## src/rtl/alu_pkg.sv

```systemverilog
// Shared definitions for the execute-stage ALU slice.
// Contents: opcode encodings, condition-code bit positions inside the
// {C,N,Z} flag vector, and the sequencer state encoding.
package alu_pkg;

    // Opcode encodings presented on in_op
    localparam logic [3:0] OP_NOP  = 4'd0;
    localparam logic [3:0] OP_NOT  = 4'd1;
    localparam logic [3:0] OP_INC  = 4'd2;
    localparam logic [3:0] OP_DEC  = 4'd3;
    localparam logic [3:0] OP_MOV  = 4'd4;
    localparam logic [3:0] OP_ADD  = 4'd5;
    localparam logic [3:0] OP_SUB  = 4'd6;
    localparam logic [3:0] OP_AND  = 4'd7;
    localparam logic [3:0] OP_OR   = 4'd8;
    localparam logic [3:0] OP_SHL  = 4'd9;
    localparam logic [3:0] OP_SHR  = 4'd10;
    localparam logic [3:0] OP_SETC = 4'd11;
    localparam logic [3:0] OP_CLRC = 4'd12;
    localparam logic [3:0] OP_PASS = 4'd13;
    localparam logic [3:0] OP_MUL  = 4'd14;
    localparam logic [3:0] OP_RSV  = 4'd15;

    // Bit positions inside the 3-bit condition-code vector {C,N,Z}
    localparam int FLG_Z = 0;
    localparam int FLG_N = 1;
    localparam int FLG_C = 2;

    // Sequencer states
    typedef enum logic [0:0] {
        ST_IDLE    = 1'b0,
        ST_MUL_RUN = 1'b1
    } state_t;

endpackage

```

## src/rtl/exec_alu_seq_mul.sv

```systemverilog
// Iterative unsigned WIDTH x WIDTH shift-add multiplier.
// Ports:
//   clk, rst_n      clock / asynchronous active-low reset
//   start           load operands and begin (ignored while abort is high)
//   abort           drop the in-flight multiply, counter cleared
//   mcand, mplier   operands, sampled on the start edge
//   done            high during the cycle whose rising edge completes the
//                   final iteration
//   product         value the accumulator takes on that edge; valid with done
// One multiplier bit is consumed per clock, so the final iteration lands
// WIDTH edges after the start edge.
module seq_multiplier
    import alu_pkg::*;
#(
    parameter int WIDTH = 16,
    parameter int SHW   = $clog2(WIDTH)
) (
    input  logic                 clk,
    input  logic                 rst_n,
    input  logic                 start,
    input  logic                 abort,
    input  logic [WIDTH-1:0]     mcand,
    input  logic [WIDTH-1:0]     mplier,
    output logic                 done,
    output logic [2*WIDTH-1:0]   product
);

    logic [2*WIDTH-1:0] acc_r;
    logic [2*WIDTH-1:0] mcand_r;
    logic [WIDTH-1:0]   mplier_r;
    logic [SHW-1:0]     cnt_r;
    logic               busy_r;
    logic [2*WIDTH-1:0] sum_s;
    logic               last_s;

    // Partial product for the current multiplier bit
    assign sum_s   = acc_r + (mplier_r[0] ? mcand_r : {(2*WIDTH){1'b0}});
    assign last_s  = busy_r && (cnt_r == SHW'(WIDTH - 1));
    assign done    = last_s;
    assign product = sum_s;

    // Operand load, per-cycle shift-add iteration and abort handling
    always_ff @(posedge clk or negedge rst_n) begin
        if (!rst_n) begin
            acc_r    <= {(2*WIDTH){1'b0}};
            mcand_r  <= {(2*WIDTH){1'b0}};
            mplier_r <= {WIDTH{1'b0}};
            cnt_r    <= {SHW{1'b0}};
            busy_r   <= 1'b0;
        end else if (abort) begin
            busy_r <= 1'b0;
            cnt_r  <= {SHW{1'b0}};
        end else if (start) begin
            acc_r    <= {(2*WIDTH){1'b0}};
            mcand_r  <= {{WIDTH{1'b0}}, mcand};
            mplier_r <= mplier;
            cnt_r    <= {SHW{1'b0}};
            busy_r   <= 1'b1;
        end else if (busy_r) begin
            acc_r    <= sum_s;
            mcand_r  <= {mcand_r[2*WIDTH-2:0], 1'b0};
            mplier_r <= {1'b0, mplier_r[WIDTH-1:1]};
            if (last_s) begin
                busy_r <= 1'b0;
                cnt_r  <= {SHW{1'b0}};
            end else begin
                cnt_r <= cnt_r + SHW'(1);
            end
        end else begin
            cnt_r <= {SHW{1'b0}};
        end
    end

endmodule

```

## src/rtl/exec_alu_seq.sv

```systemverilog
// Execute-stage ALU with registered result, condition-code register and a
// multi-cycle unsigned multiplier.
// Ports:
//   clk, rst_n                 clock / asynchronous active-low reset
//   in_valid, in_ready         issue handshake (ready only in IDLE)
//   in_op, in_src, in_dst      opcode and operands
//   in_imm                     shift amount for SHL/SHR
//   flush                      abort in-flight MUL / drop current input
//   flag_wr_en, flag_wr_data   CCR restore {C,N,Z}; wins over op updates
//   out_valid                  one-cycle pulse per completed op
//   out_result, out_hi         result (low half) and MUL high half
//   flags_q                    CCR {C,N,Z}
module exec_alu_seq
    import alu_pkg::*;
#(
    parameter int WIDTH = 16,
    parameter int SHW   = $clog2(WIDTH)
) (
    input  logic             clk,
    input  logic             rst_n,
    input  logic             in_valid,
    output logic             in_ready,
    input  logic [3:0]       in_op,
    input  logic [WIDTH-1:0] in_src,
    input  logic [WIDTH-1:0] in_dst,
    input  logic [SHW-1:0]   in_imm,
    input  logic             flush,
    input  logic             flag_wr_en,
    input  logic [2:0]       flag_wr_data,
    output logic             out_valid,
    output logic [WIDTH-1:0] out_result,
    output logic [WIDTH-1:0] out_hi,
    output logic [2:0]       flags_q
);

    state_t             state_r;
    logic               ready_r;
    logic               out_valid_r;
    logic [WIDTH-1:0]   out_result_r;
    logic [WIDTH-1:0]   out_hi_r;
    logic [2:0]         flags_r;

    logic [WIDTH-1:0]   res_s;
    logic [WIDTH:0]     wide_s;
    logic               c_s;
    logic               upd_zn_s;
    logic               upd_c_s;
    logic [2:0]         single_flags_s;
    logic [2:0]         mul_flags_s;
    logic               mul_start_s;
    logic               mul_abort_s;
    logic               mul_done_s;
    logic [2*WIDTH-1:0] mul_prod_s;

    assign in_ready   = ready_r;
    assign out_valid  = out_valid_r;
    assign out_result = out_result_r;
    assign out_hi     = out_hi_r;
    assign flags_q    = flags_r;

    assign mul_start_s = (state_r == ST_IDLE) && in_valid && !flush && (in_op == OP_MUL);
    assign mul_abort_s = flush;

    seq_multiplier #(.WIDTH(WIDTH), .SHW(SHW)) u_mul (
        .clk     (clk),
        .rst_n   (rst_n),
        .start   (mul_start_s),
        .abort   (mul_abort_s),
        .mcand   (in_src),
        .mplier  (in_dst),
        .done    (mul_done_s),
        .product (mul_prod_s)
    );

    // Single-cycle datapath; arithmetic and shifts run at WIDTH+1 bits so the
    // extra bit carries C (carry, borrow, or last bit shifted out)
    always_comb begin
        res_s    = {WIDTH{1'b0}};
        wide_s   = {(WIDTH+1){1'b0}};
        c_s      = flags_r[FLG_C];
        upd_zn_s = 1'b0;
        upd_c_s  = 1'b0;
        case (in_op)
            OP_NOT: begin
                res_s    = ~in_src;
                upd_zn_s = 1'b1;
            end
            OP_INC: begin
                wide_s   = {1'b0, in_src} + {{WIDTH{1'b0}}, 1'b1};
                res_s    = wide_s[WIDTH-1:0];
                c_s      = wide_s[WIDTH];
                upd_zn_s = 1'b1;
                upd_c_s  = 1'b1;
            end
            OP_DEC: begin
                wide_s   = {1'b0, in_src} - {{WIDTH{1'b0}}, 1'b1};
                res_s    = wide_s[WIDTH-1:0];
                c_s      = wide_s[WIDTH];
                upd_zn_s = 1'b1;
                upd_c_s  = 1'b1;
            end
            OP_MOV: begin
                res_s = in_dst;
            end
            OP_ADD: begin
                wide_s   = {1'b0, in_src} + {1'b0, in_dst};
                res_s    = wide_s[WIDTH-1:0];
                c_s      = wide_s[WIDTH];
                upd_zn_s = 1'b1;
                upd_c_s  = 1'b1;
            end
            OP_SUB: begin
                wide_s   = {1'b0, in_src} - {1'b0, in_dst};
                res_s    = wide_s[WIDTH-1:0];
                c_s      = wide_s[WIDTH];
                upd_zn_s = 1'b1;
                upd_c_s  = 1'b1;
            end
            OP_AND: begin
                res_s    = in_src & in_dst;
                upd_zn_s = 1'b1;
            end
            OP_OR: begin
                res_s    = in_src | in_dst;
                upd_zn_s = 1'b1;
            end
            OP_SHL: begin
                // Bit WIDTH of the widened shift is the last bit pushed out
                wide_s   = {1'b0, in_src} << in_imm;
                res_s    = wide_s[WIDTH-1:0];
                c_s      = wide_s[WIDTH];
                upd_zn_s = 1'b1;
                upd_c_s  = (in_imm != {SHW{1'b0}});
            end
            OP_SHR: begin
                // Guard bit below the LSB catches the last bit shifted out
                wide_s   = {in_src, 1'b0} >> in_imm;
                res_s    = wide_s[WIDTH:1];
                c_s      = wide_s[0];
                upd_zn_s = 1'b1;
                upd_c_s  = (in_imm != {SHW{1'b0}});
            end
            OP_SETC: begin
                c_s     = 1'b1;
                upd_c_s = 1'b1;
            end
            OP_CLRC: begin
                c_s     = 1'b0;
                upd_c_s = 1'b1;
            end
            OP_PASS: begin
                res_s = in_src;
            end
            default: begin
                res_s = {WIDTH{1'b0}};
            end
        endcase
    end

    // Next CCR values for a completing single-cycle op and for MUL
    always_comb begin
        single_flags_s        = flags_r;
        single_flags_s[FLG_C] = upd_c_s ? c_s : flags_r[FLG_C];
        if (upd_zn_s) begin
            single_flags_s[FLG_N] = res_s[WIDTH-1];
            single_flags_s[FLG_Z] = (res_s == {WIDTH{1'b0}});
        end else begin
            single_flags_s[FLG_N] = flags_r[FLG_N];
            single_flags_s[FLG_Z] = flags_r[FLG_Z];
        end
        mul_flags_s        = 3'b000;
        mul_flags_s[FLG_N] = mul_prod_s[2*WIDTH-1];
        mul_flags_s[FLG_Z] = (mul_prod_s == {(2*WIDTH){1'b0}});
    end

    // Sequencer, registered outputs and CCR; a restore write lands last so it
    // overrides any flag update from an op completing on the same edge
    always_ff @(posedge clk or negedge rst_n) begin
        if (!rst_n) begin
            state_r      <= ST_IDLE;
            ready_r      <= 1'b1;
            out_valid_r  <= 1'b0;
            out_result_r <= {WIDTH{1'b0}};
            out_hi_r     <= {WIDTH{1'b0}};
            flags_r      <= 3'b000;
        end else begin
            if (flush) begin
                state_r     <= ST_IDLE;
                ready_r     <= 1'b1;
                out_valid_r <= 1'b0;
            end else if ((state_r == ST_IDLE) && in_valid) begin
                if (in_op == OP_MUL) begin
                    state_r     <= ST_MUL_RUN;
                    ready_r     <= 1'b0;
                    out_valid_r <= 1'b0;
                end else begin
                    out_valid_r  <= 1'b1;
                    out_result_r <= res_s;
                    out_hi_r     <= {WIDTH{1'b0}};
                    flags_r      <= single_flags_s;
                end
            end else if ((state_r == ST_MUL_RUN) && mul_done_s) begin
                state_r      <= ST_IDLE;
                ready_r      <= 1'b1;
                out_valid_r  <= 1'b1;
                out_result_r <= mul_prod_s[WIDTH-1:0];
                out_hi_r     <= mul_prod_s[2*WIDTH-1:WIDTH];
                flags_r      <= mul_flags_s;
            end else begin
                out_valid_r <= 1'b0;
            end
            if (flag_wr_en) begin
                flags_r <= flag_wr_data;
            end
        end
    end

endmodule

```

## config.mk

```make
export PLATFORM = sky130hd
export DESIGN_NAME = exec_alu_seq
export DESIGN_NICKNAME = d
export VERILOG_FILES = /design/src/rtl/alu_pkg.sv /design/src/rtl/exec_alu_seq_mul.sv /design/src/rtl/exec_alu_seq.sv
export SDC_FILE = /design/constraint.sdc
export NUM_CORES = 1
export LEC_CHECK = 0
export CELL_PAD_IN_SITES_DETAIL_PLACEMENT = 1
export CELL_PAD_IN_SITES_GLOBAL_PLACEMENT = 2
export CORE_AREA = 5 5 198 200
export CTS_BUF_LIST = sky130_fd_sc_hd__clkbuf_4
export DETAILED_ROUTE_END_ITERATION = 7
export DIE_AREA = 0 0 203 205
export PLACE_DENSITY_LB_ADDON = 0.1
export SLEW_MARGIN = 20
export SYNTH_ARGS = -nofsm -noshare
export SYNTH_HDL_FRONTEND = slang
export SYNTH_HIERARCHICAL = 1
export SYNTH_SLANG_ARGS = --single-unit
```

## constraint.sdc

```tcl
create_clock -name clk -period 3.5 [get_ports clk]
set_clock_uncertainty 0.05 [all_clocks]
set_input_delay 0.35 -clock clk [delete_from_list [all_inputs] [get_ports clk]]
set_output_delay 0.35 -clock clk [all_outputs]
set_load 0.02 [all_outputs]
```

# ---- Word level (Yosys, flattened, before mapping)
# Index checks and enable logic that the tools add are counted.
dict set report classes {
  n_mul 0
  order_cmp 0
  n_bitwise 5
  addsub 6
  mux 44
  n_eq_ne 22
  n_div 0
  reduce_logical 21
  shifts 2
}
# op n
set op_table {}
lappend op_table {{16-bit one-hot mux with 11 select lines} 1}
lappend op_table {{32-bit two-way mux} 5}
lappend op_table {{16-bit two-way mux} 8}
lappend op_table {{32-bit adder} 1}
lappend op_table {{4-bit == test, second input constant} 8}
lappend op_table {{32-bit logical NOT} 1}
lappend op_table {{1-bit two-way mux} 18}
lappend op_table {{16-bit by 1-bit adder with 17-bit output, second input constant} 1}
lappend op_table {{16-bit by 16-bit adder with 17-bit output} 1}
lappend op_table {{16-bit by 4-bit left shift with 17-bit output} 1}
lappend op_table {{17-bit by 4-bit right shift with 17-bit output} 1}
lappend op_table {{16-bit by 1-bit subtractor with 17-bit output, second input constant} 1}
lappend op_table {{16-bit by 16-bit subtractor with 17-bit output} 1}
lappend op_table {{16-bit AND} 1}
lappend op_table {{4-bit by 3-bit == test with 1-bit output, second input constant} 4}
lappend op_table {{16-bit logical NOT} 1}
lappend op_table {{4-bit two-way mux} 4}
lappend op_table {{16-bit inverter} 1}
lappend op_table {{16-bit bitwise OR} 1}
lappend op_table {{3-bit two-way mux} 5}
lappend op_table {{10-bit by 2-bit inequality test with 1-bit output, second input constant} 1}
lappend op_table {{3-bit inequality test, second input constant} 3}
lappend op_table {{9-bit OR reduction} 1}
lappend op_table {{4-bit by 2-bit == test with 1-bit output, second input constant} 2}
lappend op_table {{20 further kinds} 28}
dict set report totals {
  rom_bits 0
  mem_bits_rw 0
  input_bits 48
  elab_cells 112
  register_bits 123
  output_inout_bits 37
  latch_bits 0
  memories 0
}

# ---- Logic depth before layout (Yosys ltp)
dict set report logic_depth {
  ltp_word 8
  ltp_mapped 19
  mapped_depth_nobuf 18
}

# ---- By module
# Netlist, hierarchy kept.
# mod instances cells_per_inst area_each_um2 seq_area_each_um2
set modules_own_cells {}
lappend modules_own_cells {exec_alu_seq 1 997 7176.9 952.2}
lappend modules_own_cells {seq_multiplier 1 535 5257.5 2127.0}

# ---- Worst setup path before layout
# Ideal clock, no wire load.
dict set report synth_timing {
  kind {flip-flop to flip-flop}
  startpoint {register u_mul.mplier_r[0]}
  endpoint {register flags_r[0] (netlist: flags_q[0])}
  period_less_slack_ps 3591
  setup_time_ps 76
  slack_ps -91
  path_buffers 1
  required_ps 3374
  stages_incl_launch_ff 19
  arrival_ps 3465
  path_cell_list {dfrtp_1 clkbuf_1 and2_1 ha_1 and2_4 a221o_2 a221oi_4 o21ai_4 a21o_2 a31o_1 xor2_1 xnor2_1 nor4_1 nand4_1 nor3_1 a21oi_1 nor2_1 a21oi_1 o21ai_1}
}
dict set report synth_via {
  elab_chain_len 7
}
# element line
set synth_rtl {}
lappend synth_rtl {{start, declared} exec_alu_seq_mul.sv:30} ;# logic [WIDTH-1:0] mplier_r;
lappend synth_rtl {{start signal, assigned} exec_alu_seq_mul.sv:47} ;# mplier_r <= {WIDTH{1'b0}};
lappend synth_rtl {{start signal, assigned} exec_alu_seq_mul.sv:56} ;# mplier_r <= mplier;
lappend synth_rtl {{start signal, assigned} exec_alu_seq_mul.sv:62} ;# mplier_r <= {1'b0, mplier_r[WIDTH-1:1]};
lappend synth_rtl {{32-bit two-way mux} exec_alu_seq_mul.sv:37} ;# assign sum_s = acc_r + (mplier_r[0] ? mcand_r : {(2*WIDTH){1'b0}});
lappend synth_rtl {{32-bit adder} exec_alu_seq_mul.sv:37}
lappend synth_rtl {{net mul_prod_s[31]} exec_alu_seq.sv:53} ;# logic [2*WIDTH-1:0] mul_prod_s;
lappend synth_rtl {{32-bit logical NOT} exec_alu_seq.sv:173} ;# mul_flags_s[FLG_Z] = (mul_prod_s == {(2*WIDTH){1'b0}});
lappend synth_rtl {{3-bit two-way mux} exec_alu_seq.sv:202} ;# end else if ((state_r == ST_MUL_RUN) && mul_done_s) begin
lappend synth_rtl {{3-bit two-way mux} exec_alu_seq.sv:191} ;# end else if ((state_r == ST_IDLE) && in_valid) begin
lappend synth_rtl {{3-bit two-way mux} exec_alu_seq.sv:187} ;# if (flush) begin
lappend synth_rtl {{3-bit two-way mux} exec_alu_seq.sv:212} ;# if (flag_wr_en) begin
lappend synth_rtl {{end signal, assigned} exec_alu_seq.sv:200} ;# flags_r <= single_flags_s;
lappend synth_rtl {{end signal, assigned} exec_alu_seq.sv:208} ;# flags_r <= mul_flags_s;
lappend synth_rtl {{end signal, assigned} exec_alu_seq.sv:213} ;# flags_r <= flag_wr_data;
lappend synth_rtl {{end, declared} exec_alu_seq.sv:41} ;# logic [2:0] flags_r;
# The timed path passes the listed nets, and every way through them passes these cells. The select of a mux whose other input is x is not followed.
# A chain may end at the register's enable or synchronous reset.

# ---- Final worst setup path
# Same ends and word-level chain as after synthesis.

==> run_results.csv <==
group,metric,value,unit
status,violations,"negative setup slack",
setup_path,rr_startpoint,"u_mul/mplier_r[0]",
floorplan,die_height,205,µm
setup_path,cp.depth,19,
setup_path,cpMaxStageDelayCell,"dfrtp_2",
power_and_ir_drop,p_sw_frac,0.3721,
power_and_ir_drop,p_per_area,242.8,mW/mm²
floorplan,die_w,203,µm
setup_path,cp.arrival,4.33,ns
synthesis,ys_types,95,
power_and_ir_drop,power,4.117,mW
sta,max_slew_margin,0.5509,
power_and_ir_drop,p_seq_frac,0.365,
setup_path,cp_slowest_stage_delay,0.49,ns
routing,routedWlPerCell,24.34,µm
power_and_ir_drop,p_switching,1.532,mW
synthesis,synthAdderAreaFrac,0.09036,
power_and_ir_drop,vdd_drop_max,0.1335,mV
clock_tree,clk_pin_slew,0.14,ns
setup_path,r2r-end,"flags_q[0]",
synthesis,avgSynthCellArea,8.116,µm²
layout,nFillCells,4484,
layout,nets,2041,
setup_path,worst-path-buf-inv,3,
global_routing,grt_pass1_vias,14460,
clock_tree,cts_buffers,17,
global_routing,grt_overflow_total,0,
setup_path,critPathLaunchType,"register",
synthesis,synth-simple-area-share,0.2132,
clock_tree,clockBufferDepth,2,
layout,final_cell_mix,"363 x buf_4, 151 x nand2_1, 121 x dfrtp_1, 109 x nor2_1, 88 x o21ai_0",
place,gp_congestion,0.9416,
sta,fmax,255.9,MHz
sta,drv_slew,0,
global_routing,grt_use_total,0.2772,
power_and_ir_drop,internal_power,2.585,mW
place,io_buffers,84,
clock_tree,cts_htree_levels,4,
setup_path,critical_path.endpoint_type,"register",
clock_tree,clk_latency,0.56,ns
setup_path,cp_top_family,"simple AND/OR/NAND/NOR gates",
clock_tree,cts.sinks,123,
synthesis,synthMuxAreaShare,0.08966,
setup_path,ff2ff_setup_slack,-0.41,ns
synthesis,synth-edff-count,0,
synthesis,synthArstFlopShare,1.000,
global_routing,grt_max_degree,111,
layout,seq_area,0.003080,mm²
floorplan,ios,85,
sta,period_share,1.116,
flow_run,drv_cap,0,
synthesis,yosys_warnings,6,
status,status,"finished with violations",
place,place_hpwl,47630,µm
synthesis,synth_ff_type,"dfrtp_1",
global_routing,grt_pass1_wl,88470,µm
synthesis,synth_top_family_by_area,"compound AO/OA/AOI/OAI gates",
routing,viasPerCell,5.667,
routing,postRouteAntennaNets,0,
setup_path,ff2ff_path_depth,19,
setup_path,worstSetupStartpoint,"u_mul/mplier_r[0]",
setup_path,endpoint,"flags_q[0]",
routing,drt_iter0_drc,776,
setup_path,critPathMostFrequentCell,"a21oi_1",
sta,fin_ws,-0.4074,ns
setup_path,worstPathRequired,3.92,ns
clock_tree,cts_tree,"built",
routing,drt-pass1-iter-count,5,
floorplan,core_area,0.03722,mm²
power_and_ir_drop,clkPwrFrac,0.260,
setup_path,crit_chain,"buf_6 -> buf_4 -> and2_1 -> ha_1 -> a21oi_2 -> inv_1 -> a31o_2 -> or3_1 -> a21o_4 -> a31o_4 -> xor2_4 -> xnor2_4 -> nor4_4 -> nand4_1 -> nor3_2 -> a21oi_1 -> nor2_1 -> a21oi_1 -> o21ai_1",
sta,period_needed,3.907,ns
sta,hold_viol_final,0,
setup_path,crit_fanout,8,
sta,finalSetupTns,-0.7407,ns
synthesis,synth_xor_area_frac,0.03311,
synthesis,netlist_area,0.01243,mm²
layout,multi_input_area,0.008877,mm²
layout,final_util,0.4555,
synthesis,synth-seq-cells,123,
synthesis,synthesis.nets,1668,
layout,syn2layout_area_growth,36.35,%
synthesis,ys_seq_area_frac,0.2476,
floorplan,start_util,0.3341,
hold_path,hold_path.class,"in -> async",
power_and_ir_drop,p_leak,7.730,nW
routing,num_vias,13560,
sta,holdWs,0.3176,ns
power_and_ir_drop,p_comb_frac,0.375,
setup_path,crit_type,"reg -> reg",
sta,setup_viol,3,
sta,rsz0062_at_grt,"true",
synthesis,synthCells,1532,
global_routing,antenna_found_initial,2,
routing,drc_errors,0,
layout,layout-drive-gt1-share,0.2586,
layout,final_common_cell,"buf_4",
floorplan,die_area,0.04162,mm²
floorplan,rows,71,
routing,wirelength,58230,µm
synthesis,synth_compound_area_frac,0.2657,
clock_tree,cts_root_buf,"clkbuf_4",
sta,worstMarginPinSlew,0.6567,ns
layer usage:
metal / wire length, µm / global-route usage
met5: 13 / 0
met2: 30340 / 0.5207
met4: 2589 / 0.1140
met3: 1401 / 0.02865
met1: 23890 / 0.3207
cell type report:
class | count | area share
clock buffers | 17 | 0.007528
diodes | 1 | 0.0001476
well taps | 474 | 0.03498
repair buffers | 467 | 0.2285
clock inverters | 15 | 0.009594
flip-flops and latches | 123 | 0.1817
multi-input cells | 1233 | 0.5236
inverters | 63 | 0.01395
kinds of logic after synthesis:
family,after synthesis
and+or+nand+nor,529
adders and majority gates,88
AOI/OAI and AO/OA,476
buffers and inverters,176
xor gates and xnor gates,47
DFF,123
muxes,93
state kept, by name, summed over array words and instances (netlist names):
name            cells
u_mul/cnt_r         4
u_mul/mplier_r     16
u_mul/mcand_r      32
state_r             1
u_mul/busy_r        1
out_valid           1
out_hi             16
out_result         16
u_mul/acc_r        32
in_ready            1
flags_q             3
repair_timing:
item / CTS / global route
setup buffers: 3 / 2
pin swaps: 16 / 5
setup endpoints to repair: 3 / 9
endpoints found under the hold margin: 67 / 0
gates resized for setup: 31 / 17
hold buffers: 1 / 0
cell usage after synthesis, types with 10 or more instances:
cell type / instances / area (µm²)
o21ai_0: 92 / 460.4
nand4_1: 15 / 93.84
and2_1: 35 / 219.0
o211ai_1: 18 / 135.1
nor2b_1: 18 / 112.6
inv_1: 60 / 225.2
mux4_2: 14 / 315.3
a211o_1: 12 / 105.1
nand2b_1: 18 / 112.6
o21bai_1: 14 / 105.1
nor2_1: 111 / 416.7
o31ai_1: 11 / 82.58
or3_1: 16 / 100.1
xor2_1: 15 / 131.4
mux2i_1: 72 / 720.7
o21ai_1: 19 / 95.09
ha_1: 85 / 1064
buf_1: 10 / 37.54
nor3_1: 37 / 185.2
clkbuf_1: 80 / 300.3
o22ai_1: 15 / 93.84
xnor2_1: 32 / 280.3
buf_2: 15 / 75.07
nor4_1: 16 / 100.1
a21oi_1: 85 / 425.4
a22oi_1: 17 / 127.6
dfrtp_1: 122 / 3053
nand3_1: 50 / 250.2
a21o_1: 18 / 135.1
a22o_1: 53 / 464.2
a211oi_1: 32 / 240.2
nand2_1: 151 / 566.8
power by group through the flow:
stage	logic (mW)	registers (mW)	clock network, mW
6_report	1.54	1.50	1.07
5_1_grt	1.65	1.51	1.17
4_1_cts	1.53	1.51	1.12
3_5_place_dp	1.50	1.53	0
3_3_place_gp	1.49	1.53	0
2_1_floorplan	0.645	1.56	0
stage by stage:
step / cell area [µm²] / worst slack, ns / instances
after floorplan: 12470 / 0.0005360 / 1532
after global placement: 16370 / -0.9441 / 2354
after detailed placement: 16370 / -0.9854 / 2354
after CTS: 16850 / -0.3971 / 2390
after global routing: 16950 / -0.5849 / 2393
final: 16950 / -0.4074 / 2393
worst min-delay path by stage:
| stage | start | endpoint | slack (ns) | depth (start not counted) |
|---|---|---|---|---|
| final | rst_n | u_mul/mcand_r[26] | 0.32 | 2 |
| after global routing | rst_n | u_mul/mplier_r[5] | 0.33 | 2 |
| after global placement | rst_n | u_mul/mcand_r[25] | 0.37 | 1 |
| after CTS | rst_n | u_mul/mcand_r[2] | 0.29 | 2 |
| after floorplan | rst_n | flags_q[0] | 0.004 | 0 |
| after detailed placement | rst_n | u_mul/mcand_r[23] | 0.37 | 1 |
Note: power is estimated with default switching activity, not from simulation.
